===== src/rtl/muldiv_pkg.sv =====
// Shared definitions for the iterative multiply/divide unit.
// Holds the op encoding, the FSM state type and the iteration-counter width helper.
package muldiv_pkg;

    localparam logic [1:0] OP_MULTU = 2'b00;
    localparam logic [1:0] OP_MULT  = 2'b01;
    localparam logic [1:0] OP_DIVU  = 2'b10;
    localparam logic [1:0] OP_DIV   = 2'b11;

    typedef enum logic [1:0] {
        ST_IDLE = 2'd0,
        ST_RUN  = 2'd1,
        ST_FIX  = 2'd2,
        ST_DONE = 2'd3
    } state_t;

    // Counter width able to hold width-1; never narrower than one bit.
    function automatic int unsigned muldiv_iter_w(input int unsigned width);
        return (width > 1) ? $clog2(width) : 1;
    endfunction

    localparam int unsigned MULDIV_ITER_W = muldiv_iter_w(32);

endpackage


===== src/rtl/twos_negate.sv =====
// Combinational two's-complement negation of a WIDTH-bit value.
// Ports: din (value), dout (-din modulo 2^WIDTH).
module twos_negate #(
    parameter int unsigned WIDTH = 32
) (
    input  logic [WIDTH-1:0] din,
    output logic [WIDTH-1:0] dout
);

    assign dout = ~din + WIDTH'(1);

endmodule


===== src/rtl/mult_div_unit.sv =====
// Iterative MIPS MULT/MULTU/DIV/DIVU unit with architectural HI/LO registers.
// One bit per cycle: shift-add multiply, restoring divide, then a sign fix-up cycle.
// Ports: clk, rst_n (async active-low); start/op/A/B request an operation;
//        flush aborts an in-flight op; wr_hi/wr_lo/wr_data implement MTHI/MTLO;
//        busy/done handshake; Hi/Lo register outputs; div_by_zero valid with done.
// Config: define MULDIV_SIGNED_EN to enable signed MULT/DIV; otherwise op[0] is ignored.
module mult_div_unit
    import muldiv_pkg::*;
#(
    parameter int unsigned WIDTH = 32
) (
    input  logic             clk,
    input  logic             rst_n,
    input  logic             start,
    input  logic [1:0]       op,
    input  logic [WIDTH-1:0] A,
    input  logic [WIDTH-1:0] B,
    input  logic             flush,
    input  logic             wr_hi,
    input  logic             wr_lo,
    input  logic [WIDTH-1:0] wr_data,
    output logic             busy,
    output logic             done,
    output logic [WIDTH-1:0] Hi,
    output logic [WIDTH-1:0] Lo,
    output logic             div_by_zero
);

    localparam int unsigned CNT_W = muldiv_iter_w(WIDTH);
    localparam int unsigned AW    = 2 * WIDTH + 1;
    localparam logic [CNT_W-1:0] CNT_LAST = CNT_W'(WIDTH - 1);

    state_t           state, state_n;
    logic [CNT_W-1:0] cnt, cnt_n;
    logic [AW-1:0]    acc, acc_n;
    logic [WIDTH-1:0] opnd, opnd_n;
    logic [WIDTH-1:0] hi, hi_n, lo, lo_n;
    logic             is_div, is_div_n;
    logic             dz, dz_n;
    logic             busy_n, done_n, dbz_n;

    logic [WIDTH-1:0] mag_a, mag_b;
    logic [WIDTH-1:0] res_hi, res_lo;
    logic [WIDTH:0]   add_hi, neg_opnd, div_hi, trial;
    logic [AW-1:0]    mul_step, div_step;

    // Multiply step: add multiplicand into the upper half when the multiplier LSB is set, then shift right.
    assign add_hi   = acc[AW-1:WIDTH] + {1'b0, opnd};
    assign mul_step = acc[0] ? {1'b0, add_hi, acc[WIDTH-1:1]} : {1'b0, acc[AW-1:1]};

    // Divide step: the shifted remainder is taken straight from the bits below the top; subtract by adding -divisor.
    twos_negate #(.WIDTH(WIDTH + 1)) u_neg_opnd (.din({1'b0, opnd}), .dout(neg_opnd));
    assign div_hi   = acc[2*WIDTH-1:WIDTH-1];
    assign trial    = div_hi + neg_opnd;
    assign div_step = (div_hi >= {1'b0, opnd}) ? {trial, acc[WIDTH-2:0], 1'b1}
                                               : {acc[AW-2:0], 1'b0};

`ifdef MULDIV_SIGNED_EN
    logic             sign_a, sign_a_n, sign_b, sign_b_n;
    logic [WIDTH-1:0] neg_a, neg_b, rem_neg;
    logic [2*WIDTH-1:0] prod_neg;

    twos_negate #(.WIDTH(WIDTH))     u_neg_a    (.din(A), .dout(neg_a));
    twos_negate #(.WIDTH(WIDTH))     u_neg_b    (.din(B), .dout(neg_b));
    twos_negate #(.WIDTH(2 * WIDTH)) u_neg_prod (.din(acc[2*WIDTH-1:0]), .dout(prod_neg));
    twos_negate #(.WIDTH(WIDTH))     u_neg_rem  (.din(acc[2*WIDTH-1:WIDTH]), .dout(rem_neg));

    assign mag_a = (op[0] && A[WIDTH-1]) ? neg_a : A;
    assign mag_b = (op[0] && B[WIDTH-1]) ? neg_b : B;
`else
    logic op_sign_unused;

    assign op_sign_unused = op[0];
    assign mag_a = A;
    assign mag_b = B;
`endif

    // Fix-up: sign correction; divide-by-zero forces an all-ones quotient.
    // The low half of the 2W-bit negation equals the W-bit negation of the quotient.
    always_comb begin
        res_hi = acc[2*WIDTH-1:WIDTH];
        res_lo = acc[WIDTH-1:0];
`ifdef MULDIV_SIGNED_EN
        if (is_div) begin
            if (sign_a ^ sign_b) res_lo = prod_neg[WIDTH-1:0];
            if (sign_a)          res_hi = rem_neg;
        end else if (sign_a ^ sign_b) begin
            res_hi = prod_neg[2*WIDTH-1:WIDTH];
            res_lo = prod_neg[WIDTH-1:0];
        end
`endif
        if (dz) res_lo = '1;
    end

    // Next-state, datapath and registered-output logic.
    always_comb begin
        state_n  = state;
        cnt_n    = cnt;
        acc_n    = acc;
        opnd_n   = opnd;
        is_div_n = is_div;
        dz_n     = dz;
        hi_n     = hi;
        lo_n     = lo;
`ifdef MULDIV_SIGNED_EN
        sign_a_n = sign_a;
        sign_b_n = sign_b;
`endif
        case (state)
            ST_IDLE, ST_DONE: begin
                if (start && !flush) begin
                    state_n  = ST_RUN;
                    cnt_n    = CNT_LAST;
                    is_div_n = op[1];
                    dz_n     = op[1] && (B == '0);
                    if (op[1]) begin
                        acc_n  = {(WIDTH + 1)'(0), mag_a};
                        opnd_n = mag_b;
                    end else begin
                        acc_n  = {(WIDTH + 1)'(0), mag_b};
                        opnd_n = mag_a;
                    end
`ifdef MULDIV_SIGNED_EN
                    sign_a_n = op[0] && A[WIDTH-1];
                    sign_b_n = op[0] && B[WIDTH-1];
`endif
                end else begin
                    state_n = ST_IDLE;
                    if (wr_hi) hi_n = wr_data;
                    if (wr_lo) lo_n = wr_data;
                end
            end
            ST_RUN: begin
                if (flush) begin
                    state_n = ST_IDLE;
                end else begin
                    acc_n = is_div ? div_step : mul_step;
                    if (cnt == '0) state_n = ST_FIX;
                    else           cnt_n   = cnt - CNT_W'(1);
                end
            end
            ST_FIX: begin
                if (flush) begin
                    state_n = ST_IDLE;
                end else begin
                    hi_n    = res_hi;
                    lo_n    = res_lo;
                    state_n = ST_DONE;
                end
            end
            default: state_n = ST_IDLE;
        endcase
        busy_n = (state_n == ST_RUN) || (state_n == ST_FIX);
        done_n = (state_n == ST_DONE);
        dbz_n  = done_n && dz;
    end

    always_ff @(posedge clk or negedge rst_n) begin
        if (!rst_n) begin
            state       <= ST_IDLE;
            cnt         <= '0;
            acc         <= '0;
            opnd        <= '0;
            is_div      <= 1'b0;
            dz          <= 1'b0;
            hi          <= '0;
            lo          <= '0;
            busy        <= 1'b0;
            done        <= 1'b0;
            div_by_zero <= 1'b0;
`ifdef MULDIV_SIGNED_EN
            sign_a      <= 1'b0;
            sign_b      <= 1'b0;
`endif
        end else begin
            state       <= state_n;
            cnt         <= cnt_n;
            acc         <= acc_n;
            opnd        <= opnd_n;
            is_div      <= is_div_n;
            dz          <= dz_n;
            hi          <= hi_n;
            lo          <= lo_n;
            busy        <= busy_n;
            done        <= done_n;
            div_by_zero <= dbz_n;
`ifdef MULDIV_SIGNED_EN
            sign_a      <= sign_a_n;
            sign_b      <= sign_b_n;
`endif
        end
    end

    assign Hi = hi;
    assign Lo = lo;

endmodule


===== config.mk =====
export PLATFORM = sky130hd
export DESIGN_NAME = mult_div_unit
export DESIGN_NICKNAME = d
export VERILOG_FILES = /design/src/rtl/muldiv_pkg.sv /design/src/rtl/twos_negate.sv /design/src/rtl/mult_div_unit.sv
export SDC_FILE = /design/constraint.sdc
export NUM_CORES = 1
export LEC_CHECK = 0
export CELL_PAD_IN_SITES_DETAIL_PLACEMENT = 1
export CELL_PAD_IN_SITES_GLOBAL_PLACEMENT = 2
export CORE_UTILIZATION = 37
export DETAILED_ROUTE_END_ITERATION = 8
export PLACE_DENSITY_LB_ADDON = 0.1
export RECOVER_POWER = 25
export SYNTH_ARGS = -nofsm -noshare
export SYNTH_HDL_FRONTEND = slang
export SYNTH_SLANG_ARGS = --single-unit

===== constraint.sdc =====
create_clock -name clk -period 7.7 [get_ports clk]
set_clock_uncertainty 0.1 [all_clocks]
set_input_delay 1.54 -clock clk [delete_from_list [all_inputs] [get_ports clk]]
set_output_delay 1.54 -clock clk [all_outputs]
set_load 0.02 [all_outputs]

==> results of run 1 <==
## metal layers
metal / routed length, um / part of all wire / track usage
met5: 0 / 0 / 0
met2: 23800 / 0.51 / 0.476
met4: 1080 / 0.023 / 0.0785
met3: 1120 / 0.024 / 0.0311
met1: 20600 / 0.44 / 0.332
## per-stage QoR
step,area (sq um),setup WS [ns]
floorplan,12900,4.54
global placement,14900,2.58
detailed placement,14900,2.49
CTS,15500,2.94
global route,15500,2.60
finish,15500,2.87
## report_power, final
group	switching (mW)	internal, mW	total [mW]
combinational	1.17	0.807	1.98
clock	0.418	0.505	0.922
sequential	0.233	1.07	1.31
total	1.82	2.38	4.20
## state kept, by name, summed over array words and instances (netlist names)
signal	count
acc	65
Hi	32
Lo	32
opnd	32
cnt	5
state	2
busy	1
div_by_zero	1
done	1
dz	1
is_div	1
## cell families after synthesis
group | count (synthesis) | synth area share
AOI/OAI and AO/OA | 485 | 0.230
xor gates and xnor gates | 51 | 0.0347
adders and majority gates | 71 | 0.0702
buffers and inverters | 158 | 0.0484
DFF | 173 | 0.336
muxes | 138 | 0.110
and+or+nand+nor | 463 | 0.169
## cell usage in the layout (no fill, tap or decap), types with 12 or more instances in the layout
| cell type | n |
|---|---|
| sky130_fd_sc_hd__xnor2_1 | 27 |
| sky130_fd_sc_hd__a211oi_1 | 15 |
| sky130_fd_sc_hd__a21oi_1 | 107 |
| sky130_fd_sc_hd__nor2_1 | 76 |
| sky130_fd_sc_hd__clkdlybuf4s50_1 | 166 |
| sky130_fd_sc_hd__dfrtp_1 | 172 |
| sky130_fd_sc_hd__nor3_1 | 18 |
| sky130_fd_sc_hd__ha_1 | 67 |
| sky130_fd_sc_hd__a31oi_1 | 23 |
| sky130_fd_sc_hd__clkbuf_16 | 17 |
| sky130_fd_sc_hd__mux2i_1 | 106 |
| sky130_fd_sc_hd__a21o_1 | 28 |
| sky130_fd_sc_hd__o21ai_1 | 16 |
| sky130_fd_sc_hd__nand2_1 | 212 |
| sky130_fd_sc_hd__nand2b_1 | 12 |
| sky130_fd_sc_hd__or3_1 | 37 |
| sky130_fd_sc_hd__nand3_1 | 20 |
| sky130_fd_sc_hd__buf_4 | 17 |
| sky130_fd_sc_hd__xor2_1 | 24 |
| sky130_fd_sc_hd__nor2b_1 | 15 |
| sky130_fd_sc_hd__a22o_1 | 13 |
| sky130_fd_sc_hd__nand4_1 | 16 |
| sky130_fd_sc_hd__o21ai_0 | 186 |
| sky130_fd_sc_hd__inv_1 | 62 |
| sky130_fd_sc_hd__mux2_2 | 32 |
## Yosys cell counts, types with 15 or more instances
cell type	number
sky130_fd_sc_hd__mux2_2	32
sky130_fd_sc_hd__nor3_1	18
sky130_fd_sc_hd__ha_1	69
sky130_fd_sc_hd__xor2_1	24
sky130_fd_sc_hd__nand4_1	16
sky130_fd_sc_hd__dfrtp_1	173
sky130_fd_sc_hd__a211oi_1	15
sky130_fd_sc_hd__a21o_1	28
sky130_fd_sc_hd__nand2_1	212
sky130_fd_sc_hd__a31oi_1	23
sky130_fd_sc_hd__nor2b_1	15
sky130_fd_sc_hd__inv_1	62
sky130_fd_sc_hd__o21ai_0	186
sky130_fd_sc_hd__xnor2_1	27
sky130_fd_sc_hd__a21oi_1	109
sky130_fd_sc_hd__nand3_1	20
sky130_fd_sc_hd__clkbuf_1	69
sky130_fd_sc_hd__nor2_1	77
sky130_fd_sc_hd__or3_1	37
sky130_fd_sc_hd__o21ai_1	16
sky130_fd_sc_hd__mux2i_1	106
## cell type report
| cell class | count | area [sq um] |
|---|---|---|
| multi-input cells | 1208 | 7950 |
| flip-flops and latches | 173 | 4330 |
| inverters | 62 | 233 |
| well taps | 448 | 561 |
| repair buffers | 186 | 1810 |
| clock buffers | 19 | 453 |
| fillers | 4011 | 18400 |
| clock inverters | 13 | 151 |
## path summary, 6_finish.rpt
kind	start	to	slack [ns]	cells after the start
max	flush	acc[0]	2.87	8
min	Lo[26]	Lo[26]	0.38	2
max reg2reg	acc[31]	acc[62]	3.38	13
min reg2reg	Lo[26]	Lo[26]	0.38	2
max in group asynchronous	rst_n	opnd[24]	3.74	2
min in group asynchronous	rst_n	Lo[28]	1.02	1
## critical path: stages
cell,delay [ns]
sky130_fd_sc_hd__dlygate4sd3_1,0.68
sky130_fd_sc_hd__nand3b_1,0.15
sky130_fd_sc_hd__buf_4,0.53
sky130_fd_sc_hd__nor2_1,0.19
sky130_fd_sc_hd__nor2_4,0.94
sky130_fd_sc_hd__buf_4,0.57
sky130_fd_sc_hd__a2111oi_0,0.16
sky130_fd_sc_hd__a221oi_1,0.26
==> run_results.csv, run 1 <==
group,metric,value,unit
synthesis,seq_area_frac_synth,0.336,
die,floorplan_die_height,188,um
clock_tree,clockRootBuffer,"sky130_fd_sc_hd__clkbuf_16",
synthesis,ys.warnings.count,0,
synthesis,yosysTopAreaCellShare,0.336,
setup_path,start_kind,"primary input",
global_routing,initial_antenna_violation_count,0,
sta,tightestPinTransition,2.42,ns
sta,achievable-frequency,207,MHz
final_layout,finalNonFillerCells,2109,
setup_path,worstSetupEndpointType,"flop",
synthesis,ys_types,74,
sta,final.hold.worst_slack,0.381,ns
min_path,worstHoldPathType,"reg2reg",
die,boundaryPins,171,
sta,timing_hold_violations_final,0,
synthesis,syn_inst,1539,
die,rows,67,
flow_run,cap_violations,1,
global_routing,grt_max_degree,81,
place,globalplace.congestion,0.874,
synthesis,synth_edf_count,0,
final_layout,fin_nets,1823,
place,place.port_buffers,169,
clock_tree,cts-buffers-inserted,17,
die,fp.dieArea,35500,sq um
final_layout,diodes_inserted,0,
sta,finalMaxSlewViolations,42,
global_routing,wire_length_of_the_first_global_routing_pass,73.1,mm
synthesis,synth_flop_cell,"sky130_fd_sc_hd__dfrtp_1",
clock_tree,insertion_delay,0.45,ns
status,run_status,"complete, but fails checks",
sta,post-route-period-util,0.628,
place,dp_cells,2077,
die,core,33900,sq um
global_routing,grt_use_total,0.266,
setup_path,critical_path_arrival,5.08,ns
synthesis,syn-cell-area,12900,sq um
synthesis,synth_area_leader_cell,"sky130_fd_sc_hd__dfrtp_1",
detailed_routing,routed_wl,46.6,mm
detailed_routing,drcViolationCount,0,
setup_path,worstSetupPathType,"in2reg",
synthesis,synth.top_cells.by_area,"sky130_fd_sc_hd__dfrtp_1, sky130_fd_sc_hd__mux2i_1, sky130_fd_sc_hd__o21ai_0",
synthesis,synth.net_count,1714,
detailed_routing,post_drt_wl_per_cell,22.1,um
clock_tree,cts.htree.levels,4,
detailed_routing,remaining_number_of_nets_flagged_by_the_antenna_check_after_routing,0,
synthesis,syn_avg_cell_area,8.36,sq um
synthesis,postSynthRegisterBits,173,
place,detailed_place_hpwl,35.2,mm
detailed_routing,initialDrtViolationCount,583,
detailed_routing,routed-via-count,12100,
sta,setup-violations-final,0,
sta,grt_setup_unrepaired,"no",
die,initial_utilization,0.380,
clock_tree,post_cts_hold_buffer_count,0,
clock_tree,post_cts_resize_count,0,
final_layout,syn_to_final_growth,20.4,%
final_layout,utilization,0.457,
global_routing,globalRoute.totalOverflow,0,
sta,slew_headroom,-0.614,
power,power.density_cell_area,271,nW/um^2
clock_tree,path_clk_slew,0.07,ns
power,ir_worst_vdd,0.000212,V
die,die_x,188,um
synthesis,postSynth.asyncResetShare,1.00,
sta,layout_min_cycle_time,4.83,ns
detailed_routing,dr.pass1.iters,4,
detailed_routing,route.detailed.vias_per_inst,5.72,
clock_tree,cts_tree,"built",
clock_tree,post_cts.repair.setup_buffers,0,
status,violations_in_the_final_reports,"max-capacitance violations, max-slew violations",
clock_tree,clock_sink_count,173,
power,p_total,4.20,mW
setup_path,cp_data_required_time,7.95,ns
setup_path,critPathMaxFanout,70,
power,total_leakage_power,6.75,nW
global_routing,vias_in_the_first_global_route,12600,
sta,totalNegativeSetupSlack,0,ns
final_layout,final_layout_size_suffix_gt1_frac,0.0614,
clock_tree,clock_path_buffers,2,
(Power assumes the default switching activity.)
==> inputs of run 2 (changes only) <==
--- a/config.mk
+++ b/config.mk
@@ -7,7 +7,7 @@
 export LEC_CHECK = 0
 export CELL_PAD_IN_SITES_DETAIL_PLACEMENT = 1
 export CELL_PAD_IN_SITES_GLOBAL_PLACEMENT = 2
-export CORE_UTILIZATION = 37
+export CORE_UTILIZATION = 31
 export DETAILED_ROUTE_END_ITERATION = 8
 export PLACE_DENSITY_LB_ADDON = 0.1
 export RECOVER_POWER = 25
==> constraint.sdc (replaced) <==
create_clock -name clk -period 4.2 [get_ports clk]
set_clock_uncertainty 0.1 [all_clocks]
set_input_delay 0.84 -clock clk [delete_from_list [all_inputs] [get_ports clk]]
set_output_delay 0.84 -clock clk [all_outputs]
set_load 0.02 [all_outputs]
==> run 2 against run 1 <==
Net effect:
- global-route usage fell by 2.8 points
- combinational power rose by 89%
- the run still ends with max-capacitance violations, max-slew violations left
- utilization fell by 7.1 points
- routed wire length rose by 4.9%
- first-iteration DRC count fell by 18%
- non-clock buffer count rose by 26
- final cell count rose by 5.3%
- worst setup slack got worse by 2.5 ns
- register-to-register slack got worse by 3.0 ns
- sequential power rose by 79%
- largest power group unchanged
- via count fell by 0.63%
- clock power rose by 92%
==> run_results.csv, run 2 (synthesis results as in run 1) <==
group,metric,value,unit
setup_path,worstSetupPathDepth,15,
power,p_switching,3.39,mW
detailed_routing,initialDrtViolationCount,480,
sta,finalMaxSlewViolations,127,
detailed_routing,dr.pass1.iters,5,
die,boundaryPins,171,
final_layout,layout.cell_area.non_filler,15800,sq um
setup_path,r2r_start,"acc[31]",
sta,grt_setup_unrepaired,"no",
global_routing,grt_max_degree,77,
clock_tree,clock_sink_count,173,
global_routing,initial_antenna_violation_count,3,
clock_tree,clockRootBuffer,"sky130_fd_sc_hd__clkbuf_16",
place,dp_cells,2187,
setup_path,cpPeakStageDelay,0.43,ns
power,power_switching_share,0.430,
clock_tree,cts.htree.levels,4,
power,p_clk_frac,0.225,
setup_path,start_kind,"flop",
status,violations_in_the_final_reports,"max-capacitance violations, max-slew violations",
power,power.density_cell_area,498,nW/um^2
setup_path,worst_r2r_endpoint,"acc[62]",
sta,timing_hold_violations_final,0,
setup_path,ff2ff_setup_slack,0.39,ns
detailed_routing,routed_wl,48.9,mm
global_routing,wire_length_of_the_first_global_routing_pass,75.1,mm
clock_tree,post_cts_resize_count,0,
setup_path,worstSetupPathType,"reg2reg",
place,globalplace.congestion,0.842,
setup_path,crit_buf_inv,4,
die,die_x,206,um
sta,achievable-frequency,262,MHz
detailed_routing,routed-via-count,12000,
sta,totalNegativeSetupSlack,0,ns
die,fp.dieArea,42300,sq um
die,core,40900,sq um
detailed_routing,drcViolationCount,0,
setup_path,path_delay_family,"compound AO/OA/AOI/OAI gates",
final_layout,registers.top_by_ff_count,"acc",
sta,post-route-period-util,0.908,
clock_tree,path_clk_slew,0.07,ns
place,place.port_buffers,169,
sta,final.hold.worst_slack,0.381,ns
place,place_area,15200,sq um
final_layout,fin_nets,1849,
sta,setup-violations-final,0,
die,floorplan_die_height,206,um
setup_path,critPathMaxFanout,5,
clock_tree,cts_tree,"built",
setup_path,crit_path_top_delay_cell,"sky130_fd_sc_hd__dfrtp_1",
final_layout,n_fill_cell,4930,
power,power_report.internal_total,4.49,mW
global_routing,vias_in_the_first_global_route,12400,
status,run_status,"complete, but fails checks",
setup_path,crit_path_start,"acc[31]",
place,detailed_place_hpwl,37.7,mm
final_layout,final_layout_size_suffix_gt1_frac,0.0765,
clock_tree,clock_path_buffers,2,
die,rows,74,
detailed_routing,route.detailed.vias_per_inst,5.40,
final_layout,max_ffs_per_register,65,
final_layout,finalNonFillerCells,2220,
final_layout,final_cell_mix,"sky130_fd_sc_hd__nand2_1, sky130_fd_sc_hd__o21ai_0, sky130_fd_sc_hd__dfrtp_1",
detailed_routing,remaining_number_of_nets_flagged_by_the_antenna_check_after_routing,0,
clock_tree,post_cts.repair.setup_buffers,0,
flow_run,cap_violations,2,
clock_tree,insertion_delay,0.46,ns
sta,slew_headroom,-0.204,
clock_tree,post_cts_hold_buffer_count,0,
clock_tree,cts-buffers-inserted,17,
sta,layout_min_cycle_time,3.81,ns
sta,tightestPinTransition,1.81,ns
setup_path,setup.worst_path.end,"acc[62]",
min_path,worstHoldPathType,"reg2reg",
setup_path,worstSetupEndpointType,"flop",
final_layout,syn_to_final_growth,23.0,%
power,ir_worst_vdd,0.000217,V
power,sequential_cell_fraction_of_total_power,0.298,
detailed_routing,post_drt_wl_per_cell,22.0,um
die,initial_utilization,0.314,
final_layout,final_common_cell,"sky130_fd_sc_hd__nand2_1",
global_routing,globalRoute.totalOverflow,0,
global_routing,grt_use_total,0.237,
setup_path,worstRegToRegCells,15,
setup_path,cp_cell_sequence,"inv_1 -> ha_1 -> inv_1 -> fa_1 -> a21o_1 -> a221oi_2 -> buf_4 -> o221ai_1 -> a21oi_1 -> buf_4 -> o2111ai_1 -> o311a_1 -> xnor2_1 -> o211a_1 -> o41ai_1",
setup_path,critical_path_arrival,4.06,ns
setup_path,cp_data_required_time,4.45,ns
power,total_leakage_power,6.90,nW
power,power.share.combinational,0.477,
power,p_total,7.87,mW
==> run 2: layout make-up <==
type / instances / area (sq um) / share of cell area
Sequential cell: 173 / 4330 / 0.274
Inverter: 62 / 233 / 0.0147
Antenna cell: 1 / 2.50 / 0.000158
Clock buffer: 21 / 470 / 0.0297
Tap cell: 532 / 666 / 0.0421
Multi-Input combinational cell: 1208 / 7950 / 0.502
Timing Repair Buffer: 212 / 2020 / 0.127
Clock inverter: 11 / 153 / 0.00965
==> run 2: layer usage <==
metal | wire, um | vias to the layer above | global-route usage | part of all wire
met1 | 22100 | 5991 | 0.300 | 0.45
met3 | 1300 | 33 | 0.0383 | 0.027
met4 | 580 | 2 | 0.0466 | 0.012
met5 | 12 | - | 0 | 0.00025
li1 | - | 5825 | - | -
met2 | 24800 | 134 | 0.422 | 0.51
==> run 2: stage by stage <==
stage                     setup WS [ns]   util
final                             0.387  0.387
after global routing              0.214  0.387
after CTS                         0.401  0.387
after detailed placement          0.428  0.372
after global placement            0.504  0.372
after floorplan                    1.06      -
==> run 2: worst min-delay path: cells and delay by family, from the launching register on <==
family / cells / cell delay (ns)
flip-flops: 1 / 0.35
AO/OA/AOI/OAI: 1 / 0.06
AND/OR/NAND/NOR: 1 / 0.05
==> run 2: how the worst min path moves through the flow <==
| stage | cells past startpoint | from | slack (ns) | to |
|---|---|---|---|---|
| floorplan | 2 | opnd[10] | 0.38 | opnd[10] |
| global placement | 2 | Hi[2] | 0.36 | Hi[2] |
| detailed placement | 2 | Lo[18] | 0.37 | Lo[18] |
| CTS | 1 | rst_n | 0.29 | Hi[25] |
| global route | 2 | Lo[14] | 0.41 | Lo[14] |
| finish | 2 | Hi[30] | 0.38 | Hi[30] |
==> run 2: power by group through the flow <==
stage	clock network, mW	registers (mW)	logic [mW]
finish	1.77	2.35	3.75
global route	1.89	2.40	4.15
CTS	1.82	2.37	3.78
detailed placement	0	2.40	3.75
global placement	0	2.39	3.70
floorplan	0	2.34	2.43
